<file path="config.mk">
export PLATFORM = sky130hd
export DESIGN_NAME = alu_issue_stage_flat
export DESIGN_NICKNAME = d
export VERILOG_FILES = /design/src/rtl/alu_issue_pkg.sv /design/src/rtl/alu_issue_if.sv /design/src/rtl/alu_regfile.sv /design/src/rtl/alu_issue_stage.sv /design/src/flat_wrapper.sv
export SDC_FILE = /design/constraint.sdc
export NUM_CORES = 1
export LEC_CHECK = 0
export ABC_AREA = 0
export ABC_CLOCK_PERIOD_IN_PS = 2830
export BUFFER_PORTS_ARGS = -buffer_cell sky130_fd_sc_hd__buf_4
export CAP_MARGIN = 0
export CORE_MARGIN = 2
export CORE_UTILIZATION = 55
export DETAILED_ROUTE_END_ITERATION = 12
export GPL_TIMING_DRIVEN = 0
export PLACE_DENSITY = 0.76
export SYNTH_ARGS = -nofsm -noshare
export SYNTH_HDL_FRONTEND = slang
export SYNTH_HIERARCHICAL = 1
export SYNTH_SLANG_ARGS = --single-unit
</file>
<file path="constraint.sdc">
create_clock -name clk -period 2.83 [get_ports clk]
set_input_delay 0 -clock clk [delete_from_list [all_inputs] [get_ports clk]]
set_output_delay 0 -clock clk [all_outputs]
set_load 0.01 [all_outputs]
</file>
<file path="src/rtl/alu_issue_pkg.sv">
// Shared definitions for the ALU issue stage: ALU operation encoding,
// instruction field positions and reserved-opcode detection.
package alu_issue_pkg;

    typedef enum logic [3:0] {
        OP_PASS_A       = 4'd0,
        OP_SHIFT_LEFT   = 4'd1,
        OP_SHIFT_RIGHT  = 4'd2,
        OP_KEEP_SMALLER = 4'd3,
        OP_SHIFT_ON     = 4'd4,
        OP_ADD          = 4'd5,
        OP_A_IS_ZERO    = 4'd6,
        OP_PASS_B       = 4'd7,
        OP_INC_A        = 4'd8,
        OP_DEC_A        = 4'd9,
        OP_CLEAR        = 4'd10,
        OP_SUB          = 4'd11
    } op_mne_e;

    localparam int INSTR_W = 9;
    localparam int OPC_MSB = 8;
    localparam int OPC_LSB = 5;
    localparam int RS_MSB  = 4;
    localparam int RS_LSB  = 2;
    localparam int RT_MSB  = 1;
    localparam int RT_LSB  = 0;

    // Opcodes above the last ALU operation have no ALU meaning.
    function automatic logic is_reserved(input logic [3:0] opc);
        return opc > OP_SUB;
    endfunction

endpackage

</file>
<file path="src/rtl/alu_issue_if.sv">
// Bundle of the issue stage's instruction, execute and writeback channels.
// master: the surrounding pipeline; slave: the issue stage.
interface alu_issue_if
    import alu_issue_pkg::*;
#(
    parameter int WIDTH = 8
);
    logic               in_valid;
    logic [INSTR_W-1:0] in_instr;
    logic               in_ready;
    logic               ex_valid;
    logic               ex_ready;
    logic [3:0]         ex_op;
    logic [WIDTH-1:0]   ex_a;
    logic [WIDTH-1:0]   ex_b;
    logic [2:0]         ex_dest;
    logic               ex_wr;
    logic               wb_en;
    logic [2:0]         wb_addr;
    logic [WIDTH-1:0]   wb_data;
    logic               wb_carry_en;
    logic               wb_carry;
    logic               carry_flag;
    logic               illegal;

    modport master (
        output in_valid, in_instr, ex_ready,
        output wb_en, wb_addr, wb_data, wb_carry_en, wb_carry,
        input  in_ready, ex_valid, ex_op, ex_a, ex_b, ex_dest, ex_wr,
        input  carry_flag, illegal
    );

    modport slave (
        input  in_valid, in_instr, ex_ready,
        input  wb_en, wb_addr, wb_data, wb_carry_en, wb_carry,
        output in_ready, ex_valid, ex_op, ex_a, ex_b, ex_dest, ex_wr,
        output carry_flag, illegal
    );
endinterface

</file>
<file path="src/rtl/alu_regfile.sv">
// Register file with two combinational read ports, one synchronous write
// port, and a pending bit per register tracking in-flight results.
module alu_regfile #(
    parameter int  NREGS = 8,
    parameter int  WIDTH = 8,
    localparam int AW    = $clog2(NREGS)
) (
    input  logic             clk,
    input  logic             reset,
    input  logic [AW-1:0]    rd_addr_a,
    input  logic [AW-1:0]    rd_addr_b,
    output logic [WIDTH-1:0] rd_data_a,
    output logic [WIDTH-1:0] rd_data_b,
    output logic             rd_pend_a,
    output logic             rd_pend_b,
    input  logic             wr_en,
    input  logic [AW-1:0]    wr_addr,
    input  logic [WIDTH-1:0] wr_data,
    input  logic             set_en,
    input  logic [AW-1:0]    set_addr
);
    logic [WIDTH-1:0] mem_q [NREGS];
    logic [WIDTH-1:0] mem_d [NREGS];
    logic [NREGS-1:0] pend_q;
    logic [NREGS-1:0] pend_d;

    assign rd_data_a = mem_q[rd_addr_a];
    assign rd_data_b = mem_q[rd_addr_b];
    assign rd_pend_a = pend_q[rd_addr_a];
    assign rd_pend_b = pend_q[rd_addr_b];

    // Writeback updates storage and clears pending; a new issue to the same register wins.
    always_comb begin
        mem_d  = mem_q;
        pend_d = pend_q;
        if (wr_en) begin
            mem_d[wr_addr]  = wr_data;
            pend_d[wr_addr] = 1'b0;
        end
        if (set_en) begin
            pend_d[set_addr] = 1'b1;
        end
    end

    // Storage and scoreboard registers.
    always_ff @(posedge clk) begin
        if (reset) begin
            for (int i = 0; i < NREGS; i++) begin
                mem_q[i] <= '0;
            end
            pend_q <= '0;
        end else begin
            mem_q  <= mem_d;
            pend_q <= pend_d;
        end
    end
endmodule

</file>
<file path="src/rtl/alu_issue_stage.sv">
// Decode/operand-issue stage in front of the ALU: decodes the opcode, reads
// operands, stalls on RAW hazards and registers one operation per cycle.
// Optional build macro ALU_ISSUE_FORWARD_EN lets a pending operand take the
// same-cycle writeback value instead of stalling.
module alu_issue_stage
    import alu_issue_pkg::*;
#(
    parameter int NREGS = 8,
    parameter int WIDTH = 8
) (
    input logic        clk,
    input logic        reset,
    alu_issue_if.slave bus
);
    logic [3:0]       opc;
    logic [2:0]       rs;
    logic [2:0]       rt_addr;
    logic [WIDTH-1:0] rd_a, rd_b, opnd_a, opnd_b;
    logic             pend_a, pend_b, fwd_a, fwd_b;
    logic             hazard, accept, legal, writes;

    logic             ex_valid_q, ex_valid_d;
    op_mne_e          ex_op_q, ex_op_d;
    logic [WIDTH-1:0] ex_a_q, ex_a_d, ex_b_q, ex_b_d;
    logic [2:0]       ex_dest_q, ex_dest_d;
    logic             ex_wr_q, ex_wr_d;
    logic             illegal_q, illegal_d;
    logic             carry_q, carry_d;
    logic             init_q, init_d;

    assign opc     = bus.in_instr[OPC_MSB:OPC_LSB];
    assign rs      = bus.in_instr[RS_MSB:RS_LSB];
    assign rt_addr = {1'b0, bus.in_instr[RT_MSB:RT_LSB]};
    assign legal   = !is_reserved(opc);
    assign writes  = legal && (opc != OP_A_IS_ZERO);

    alu_regfile #(.NREGS(NREGS), .WIDTH(WIDTH)) u_regfile (
        .clk       (clk),
        .reset     (reset),
        .rd_addr_a (rs),
        .rd_addr_b (rt_addr),
        .rd_data_a (rd_a),
        .rd_data_b (rd_b),
        .rd_pend_a (pend_a),
        .rd_pend_b (pend_b),
        .wr_en     (bus.wb_en),
        .wr_addr   (bus.wb_addr),
        .wr_data   (bus.wb_data),
        .set_en    (accept && writes),
        .set_addr  (rs)
    );

`ifdef ALU_ISSUE_FORWARD_EN
    assign fwd_a = pend_a && bus.wb_en && (bus.wb_addr == rs);
    assign fwd_b = pend_b && bus.wb_en && (bus.wb_addr == rt_addr);
`else
    assign fwd_a = 1'b0;
    assign fwd_b = 1'b0;
`endif

    assign opnd_a = fwd_a ? bus.wb_data : rd_a;
    assign opnd_b = fwd_b ? bus.wb_data : rd_b;
    assign hazard = (pend_a && !fwd_a) || (pend_b && !fwd_b);

    // init_q keeps the stage closed for the first cycle after reset.
    assign bus.in_ready = !reset && init_q && (!ex_valid_q || bus.ex_ready) && !hazard;
    assign accept       = bus.in_valid && bus.in_ready;

    // Next-state of the execute register: load on accept, drain on ex_ready, else hold.
    always_comb begin
        ex_valid_d = ex_valid_q;
        ex_op_d    = ex_op_q;
        ex_a_d     = ex_a_q;
        ex_b_d     = ex_b_q;
        ex_dest_d  = ex_dest_q;
        ex_wr_d    = ex_wr_q;
        illegal_d  = 1'b0;
        init_d     = 1'b1;
        carry_d    = bus.wb_carry_en ? bus.wb_carry : carry_q;
        if (accept) begin
            ex_valid_d = legal;
            illegal_d  = !legal;
            if (legal) begin
                ex_op_d   = op_mne_e'(opc);
                ex_a_d    = opnd_a;
                ex_b_d    = opnd_b;
                ex_dest_d = rs;
                ex_wr_d   = writes;
            end
        end else if (bus.ex_ready) begin
            ex_valid_d = 1'b0;
        end
    end

    // Pipeline, flag and startup registers.
    always_ff @(posedge clk) begin
        if (reset) begin
            ex_valid_q <= 1'b0;
            ex_op_q    <= OP_PASS_A;
            ex_a_q     <= '0;
            ex_b_q     <= '0;
            ex_dest_q  <= '0;
            ex_wr_q    <= 1'b0;
            illegal_q  <= 1'b0;
            carry_q    <= 1'b0;
            init_q     <= 1'b0;
        end else begin
            ex_valid_q <= ex_valid_d;
            ex_op_q    <= ex_op_d;
            ex_a_q     <= ex_a_d;
            ex_b_q     <= ex_b_d;
            ex_dest_q  <= ex_dest_d;
            ex_wr_q    <= ex_wr_d;
            illegal_q  <= illegal_d;
            carry_q    <= carry_d;
            init_q     <= init_d;
        end
    end

    assign bus.ex_valid   = ex_valid_q;
    assign bus.ex_op      = ex_op_q;
    assign bus.ex_a       = ex_a_q;
    assign bus.ex_b       = ex_b_q;
    assign bus.ex_dest    = ex_dest_q;
    assign bus.ex_wr      = ex_wr_q;
    assign bus.illegal    = illegal_q;
    assign bus.carry_flag = carry_q;
endmodule

</file>
<file path="src/flat_wrapper.sv">
// flat-port wrapper written by rule: the top's interface ports become plain ports
module alu_issue_stage_flat import alu_issue_pkg::*;
#(
    parameter int NREGS = 8,
    parameter int WIDTH = 8
)
  (clk, reset, bus_in_valid, bus_in_instr, bus_ex_ready, bus_wb_en, bus_wb_addr, bus_wb_data, bus_wb_carry_en, bus_wb_carry, bus_in_ready, bus_ex_valid, bus_ex_op, bus_ex_a, bus_ex_b, bus_ex_dest, bus_ex_wr, bus_carry_flag, bus_illegal);
  alu_issue_if #(.WIDTH(WIDTH)) bus_i ();
  input logic clk;
  input logic reset;
  input wire logic [$bits(bus_i.in_valid)-1:0] bus_in_valid;
  input wire logic [$bits(bus_i.in_instr)-1:0] bus_in_instr;
  input wire logic [$bits(bus_i.ex_ready)-1:0] bus_ex_ready;
  input wire logic [$bits(bus_i.wb_en)-1:0] bus_wb_en;
  input wire logic [$bits(bus_i.wb_addr)-1:0] bus_wb_addr;
  input wire logic [$bits(bus_i.wb_data)-1:0] bus_wb_data;
  input wire logic [$bits(bus_i.wb_carry_en)-1:0] bus_wb_carry_en;
  input wire logic [$bits(bus_i.wb_carry)-1:0] bus_wb_carry;
  output wire logic [$bits(bus_i.in_ready)-1:0] bus_in_ready;
  output wire logic [$bits(bus_i.ex_valid)-1:0] bus_ex_valid;
  output wire logic [$bits(bus_i.ex_op)-1:0] bus_ex_op;
  output wire logic [$bits(bus_i.ex_a)-1:0] bus_ex_a;
  output wire logic [$bits(bus_i.ex_b)-1:0] bus_ex_b;
  output wire logic [$bits(bus_i.ex_dest)-1:0] bus_ex_dest;
  output wire logic [$bits(bus_i.ex_wr)-1:0] bus_ex_wr;
  output wire logic [$bits(bus_i.carry_flag)-1:0] bus_carry_flag;
  output wire logic [$bits(bus_i.illegal)-1:0] bus_illegal;
  assign bus_i.in_valid = bus_in_valid;
  assign bus_i.in_instr = bus_in_instr;
  assign bus_i.ex_ready = bus_ex_ready;
  assign bus_i.wb_en = bus_wb_en;
  assign bus_i.wb_addr = bus_wb_addr;
  assign bus_i.wb_data = bus_wb_data;
  assign bus_i.wb_carry_en = bus_wb_carry_en;
  assign bus_i.wb_carry = bus_wb_carry;
  assign bus_in_ready = bus_i.in_ready;
  assign bus_ex_valid = bus_i.ex_valid;
  assign bus_ex_op = bus_i.ex_op;
  assign bus_ex_a = bus_i.ex_a;
  assign bus_ex_b = bus_i.ex_b;
  assign bus_ex_dest = bus_i.ex_dest;
  assign bus_ex_wr = bus_i.ex_wr;
  assign bus_carry_flag = bus_i.carry_flag;
  assign bus_illegal = bus_i.illegal;
  alu_issue_stage #(.NREGS(NREGS), .WIDTH(WIDTH)) u_core (.clk(clk), .reset(reset), .bus(bus_i));
endmodule
</file>
==> flow_summary.html <==
<table>
<tr><th>Metric</th><th>Value</th></tr>
<tr><th colspan="2">Critical path</th></tr>
<tr><td>Sort of element at the start of the critical path</td><td>register</td></tr>
<tr><td>Largest fanout of any net on the critical path</td><td>10</td></tr>
<tr><td>CP required</td><td>3150 ps</td></tr>
<tr><td>Number of cell instances on the worst register-to-register path</td><td>9</td></tr>
<tr><td>Reg2reg end</td><td>u_core/u_regfile/pend_q[6]</td></tr>
<tr><td>Cells along the critical path</td><td>mux4_1 &gt; mux2_2 &gt; nor4b_4 &gt; nand4_4 &gt; buf_6 &gt; nor2_2 &gt; nor2b_2 &gt; a32oi_1 &gt; nor2_1</td></tr>
<tr><td>Critical R2R Launch</td><td>u_core/u_regfile/pend_q[1]</td></tr>
<tr><td>Critical path endpoint category</td><td>register</td></tr>
<tr><td>Buffer and inverter count on the worst path</td><td>1</td></tr>
<tr><td>Logic depth of the worst path, buffers included</td><td>9</td></tr>
<tr><td>Cell with the largest stage delay on the worst path</td><td>sky130_fd_sc_hd__mux4_1</td></tr>
<tr><td>R2r setup slk</td><td>100 ps</td></tr>
<tr><td>Arr. time, crit path</td><td>3040 ps</td></tr>
<tr><td>Path type of the worst setup path</td><td>register to register</td></tr>
<tr><td>Worst path top cell family by delay</td><td>simple AND/OR/NAND/NOR gates</td></tr>
<tr><td>CP peak stage delay</td><td>500 ps</td></tr>
<tr><th colspan="2">Synthesis</th></tr>
<tr><td>Post-synth top area cell</td><td>sky130_fd_sc_hd__dfxtp_1</td></tr>
<tr><td>Distinct cells, synth</td><td>35</td></tr>
<tr><td>Post-Synth XOR/XNOR Area</td><td>0%</td></tr>
<tr><td>Warnings, synthesis</td><td>6</td></tr>
<tr><td>Synth Flop Type</td><td>sky130_fd_sc_hd__dfxtp_1</td></tr>
<tr><td>Top-area cell type share of the netlist area</td><td>39.10%</td></tr>
<tr><td>Total nets after synthesis</td><td>521</td></tr>
<tr><td>Sequential area share after synthesis</td><td>39.10%</td></tr>
<tr><td>Post-synthesis instance area</td><td>5120 sq um</td></tr>
<tr><td>Syn Inst Count</td><td>494</td></tr>
<tr><td>Synthesized-area fraction occupied by and/or/nand/nor cells</td><td>19.04%</td></tr>
<tr><td>EDFF count, synth</td><td>0</td></tr>
<tr><td>Area share of fa/ha/maj cells after synthesis</td><td>0%</td></tr>
<tr><td>Largest family of logic cells by synthesized area</td><td>multiplexers</td></tr>
<tr><td>Share of synthesized area spent on multiplexers</td><td>28.59%</td></tr>
<tr><td>Synthesized-area fraction occupied by ao, oa, aoi and oai cells</td><td>7.967%</td></tr>
<tr><td>Avg Synthesized Cell Area</td><td>10.36 sq um</td></tr>
<tr><td>Largest cells by area after synthesis</td><td>sky130_fd_sc_hd__dfxtp_1, sky130_fd_sc_hd__mux4_1, sky130_fd_sc_hd__nand2_1</td></tr>
<tr><td>Synthesized flop and latch total</td><td>100</td></tr>
<tr><td>Fraction of registers with async set or reset after synthesis</td><td>0%</td></tr>
<tr><th colspan="2">Die</th></tr>
<tr><td>Horizontal die dimension</td><td>100.5 um</td></tr>
<tr><td>Core region area</td><td>9153 sq um</td></tr>
<tr><td>Initial cell density of the core</td><td>55.94%</td></tr>
<tr><td>Top-level I/O count</td><td>55</td></tr>
<tr><td>Placement Rows</td><td>35</td></tr>
<tr><td>Die area</td><td>10,100 sq um</td></tr>
<tr><td>Y dimension of the die</td><td>100.5 um</td></tr>
<tr><th colspan="2">GRT</th></tr>
<tr><td>Maximum number of pins on one net before global-route repair</td><td>19</td></tr>
<tr><td>Via count of the first global-routing pass</td><td>4,076</td></tr>
<tr><td>Total Routing Usage GR</td><td>27.85%</td></tr>
<tr><td>Wire length of the first global-routing pass</td><td>21.15 mm</td></tr>
<tr><td>Total global routing overflow</td><td>0</td></tr>
<tr><td>Initial antenna violation count</td><td>0</td></tr>
<tr><th colspan="2">Timing</th></tr>
<tr><td>Slew Viols, Final</td><td>0</td></tr>
<tr><td>PnR worst setup slack</td><td>103.4 ps</td></tr>
<tr><td>Transition time of the tightest slew-check pin</td><td>816.5 ps</td></tr>
<tr><td>Final period demand of the worst path</td><td>2727 ps</td></tr>
<tr><td>Final cycle utilization of the critical path</td><td>96.35%</td></tr>
<tr><td>Number of endpoints with negative hold slack in the final report</td><td>0</td></tr>
<tr><td>Peak clock frequency supported by timing</td><td>366.8 MHz</td></tr>
<tr><td>Final setup violation count</td><td>0</td></tr>
<tr><td>Rel. slew slack</td><td>45.56%</td></tr>
<tr><td>Worst clock skew on the final layout</td><td>12.80 ps</td></tr>
<tr><th colspan="2">Clocking</th></tr>
<tr><td>Clock tree from TritonCTS</td><td>done</td></tr>
<tr><td>Root Driver</td><td>sky130_fd_sc_hd__clkbuf_8</td></tr>
<tr><td>Number of buffers on the longest clock path</td><td>2</td></tr>
<tr><td>Clock Pin Slew Worst Setup and Hold Paths</td><td>110 ps</td></tr>
<tr><td>Inserted Clock Buffers</td><td>9</td></tr>
<tr><td>Clock Latency Late Sink</td><td>380 ps</td></tr>
<tr><td>H-tree depth</td><td>3</td></tr>
<tr><td>Number of sinks handled by clock tree synthesis</td><td>100</td></tr>
<tr><th colspan="2">Detailed routing</th></tr>
<tr><td>DRT Pass-1 Iters</td><td>5</td></tr>
<tr><td>Initial detailed-routing violation count</td><td>351</td></tr>
<tr><td>DRC errors left</td><td>0</td></tr>
<tr><td>Detailed-route wire length</td><td>13.48 mm</td></tr>
<tr><td>Routed vias</td><td>4,098</td></tr>
<tr><td>Vias per std cell</td><td>5.982</td></tr>
<tr><td>DR WL/cell</td><td>19.68 um</td></tr>
<tr><td>Antenna viol nets, final</td><td>0</td></tr>
<tr><th colspan="2">Flow run</th></tr>
<tr><td>Max-Cap Viols</td><td>0</td></tr>
<tr><th colspan="2">Pwr</th></tr>
<tr><td>Largest voltage drop on the vdd net</td><td>0.2993 mV</td></tr>
<tr><td>Leakage component of the power</td><td>2.473 nW</td></tr>
<tr><td>Power after layout</td><td>0.002758 W</td></tr>
<tr><td>Power density over cell area</td><td>459.8 nW/um^2</td></tr>
<tr><th colspan="2">Placed design</th></tr>
<tr><td>Setup Slack @ Placement</td><td>-263.1 ps</td></tr>
<tr><td>Placed standard-cell area</td><td>5589 sq um</td></tr>
<tr><td>Final weighted congestion in routability-driven placement</td><td>0.8653</td></tr>
<tr><td>Input/output buffers</td><td>44</td></tr>
<tr><td>Post-DP HPWL</td><td>8.897 mm</td></tr>
<tr><th colspan="2">Min path</th></tr>
<tr><td>Worst hold path cell count</td><td>4</td></tr>
<tr><td>Hold Path Class</td><td>input pin to register</td></tr>
<tr><td>Source of the worst hold timing path</td><td>bus_in_instr[2]</td></tr>
<tr><td>Endpoint of the worst hold-timing path</td><td>u_core/u_regfile/pend_q[4]</td></tr>
<tr><th colspan="2">Cells and area</th></tr>
<tr><td>Layout cells sized above 1</td><td>25.78%</td></tr>
<tr><td>Design area</td><td>5998 sq um</td></tr>
<tr><td>Count of inserted antenna diode cells</td><td>0</td></tr>
<tr><td>Area growth from synthesis to layout</td><td>17.16%</td></tr>
<tr><td>Final nets</td><td>596</td></tr>
<tr><th colspan="2">Run status</th></tr>
<tr><td>Run status</td><td>finished, final reports clean</td></tr>
</table>
[synth_stat cells, types with 3 or more instances]
library cell / number
sky130_fd_sc_hd__nand2_1: 133
sky130_fd_sc_hd__dfxtp_1: 100
sky130_fd_sc_hd__a21oi_1: 66
sky130_fd_sc_hd__mux2_4: 26
sky130_fd_sc_hd__mux4_1: 26
sky130_fd_sc_hd__buf_2: 23
sky130_fd_sc_hd__nor2b_1: 21
sky130_fd_sc_hd__clkbuf_1: 16
sky130_fd_sc_hd__mux2_2: 12
sky130_fd_sc_hd__nor2_1: 12
sky130_fd_sc_hd__mux4_2: 10
sky130_fd_sc_hd__a32oi_1: 4
sky130_fd_sc_hd__buf_6: 4
sky130_fd_sc_hd__a22oi_1: 3
sky130_fd_sc_hd__and2b_1: 3
sky130_fd_sc_hd__and4b_1: 3
sky130_fd_sc_hd__and4bb_2: 3
sky130_fd_sc_hd__mux2i_1: 3
sky130_fd_sc_hd__nand4b_1: 3
sky130_fd_sc_hd__nand4bb_1: 3
[stage by stage]
step / hold WS, ps / setup TNS (ps) / util, % / std cells
2_1_floorplan: 143.4 / 0 / - / 494
3_3_place_gp: 238.1 / -760.5 / 61.07 / 649
3_5_place_dp: 244.5 / -1031 / 61.07 / 649
4_1_cts: 0.6447 / 0 / 65.45 / 684
5_1_grt: 14.16 / -14.97 / 65.54 / 685
6_report: 1.639 / 0 / 65.54 / 685
[sequential cells by signal, summed over array words and instances, names as in the netlist, 3 cells and up]
register	cells
u_core/u_regfile/mem_q	64
u_core/bus.ex_a	8
u_core/bus.ex_b	8
u_core/u_regfile/pend_q	8
u_core/bus.ex_op	4
u_core/bus.ex_dest	3
[worst min-delay path, cell delays in order]
cell and delay, ps:
sky130_fd_sc_hd__buf_4 100, sky130_fd_sc_hd__nor2b_2 50, sky130_fd_sc_hd__a22oi_1 140, sky130_fd_sc_hd__nor2_1 60
[per-layer routing]
| metal | GRT usage, % | vias up | share of wire (%) |
|---|---|---|---|
| met5 | 0 | - | 0 |
| met4 | 12.75 | 0 | 3.1 |
| met3 | 4.716 | 37 | 6.7 |
| met2 | 44.71 | 188 | 48 |
| met1 | 37.03 | 1957 | 43 |
| li1 | - | 1916 | - |
[worst max-delay path by stage]
stage	slack, ps	start	endpoint
2_1_floorplan	340	u_core/u_regfile/pend_q[1]	u_core/u_regfile/pend_q[6]
3_3_place_gp	-200	bus_in_instr[2]	u_core/u_regfile/pend_q[2]
3_5_place_dp	-260	bus_in_instr[2]	u_core/u_regfile/pend_q[6]
4_1_cts	80	u_core/u_regfile/pend_q[1]	u_core/u_regfile/pend_q[6]
5_1_grt	-10	u_core/u_regfile/pend_q[1]	u_core/u_regfile/pend_q[2]
6_report	100	u_core/u_regfile/pend_q[1]	u_core/u_regfile/pend_q[6]
[cell type report]
cell class	instances	area, sq um
clock inverters	7	82.58
plain buffers	45	260.3
inverters	2	7.507
well taps	111	138.9
fillers	721	3154
clock buffers	9	123.9
multi-input cells	347	2855
flip-flops and latches	100	2002
repair buffers	64	528.0
[cells in the final DEF (no fill, tap or decap), types with 9 or more instances in the layout]
| cell | count |
|---|---|
| sky130_fd_sc_hd__mux2_4 | 26 |
| sky130_fd_sc_hd__nor2b_1 | 20 |
| sky130_fd_sc_hd__nand2_1 | 133 |
| sky130_fd_sc_hd__clkbuf_8 | 9 |
| sky130_fd_sc_hd__mux4_2 | 10 |
| sky130_fd_sc_hd__buf_2 | 23 |
| sky130_fd_sc_hd__dlygate4sd3_1 | 19 |
| sky130_fd_sc_hd__mux4_1 | 26 |
| sky130_fd_sc_hd__a21oi_1 | 66 |
| sky130_fd_sc_hd__buf_4 | 45 |
| sky130_fd_sc_hd__nor2_1 | 11 |
| sky130_fd_sc_hd__clkbuf_1 | 16 |
| sky130_fd_sc_hd__mux2_2 | 12 |
| sky130_fd_sc_hd__dfxtp_1 | 100 |
[repair_timing]
item	4_1_cts	5_1_grt
setup endpoints to repair	4	4
pin swaps	0	1
setup buffers	0	1
gates resized for setup	2	0
hold endpoints to repair	79	0
hold buffers	19	0
[cells by family (layout without fill, tap and decap cells)]
logic type / count (synthesis) / count (layout)
flops: 100 / 100
buf+inv: 47 / 127
compound gates: 75 / 75
mux: 77 / 77
other cells: 1 / 1
simple gates: 194 / 194
[power by group]
part / internal [W] / total [W] / switching (W)
combinational: 0.000155 / 0.000334 / 0.000179
clock: 0.000426 / 0.000970 / 0.000544
sequential: 0.00144 / 0.00145 / 0.0000180
total: 0.00202 / 0.00276 / 0.000740
No activity file was read; power rests on OpenSTA's default activity.
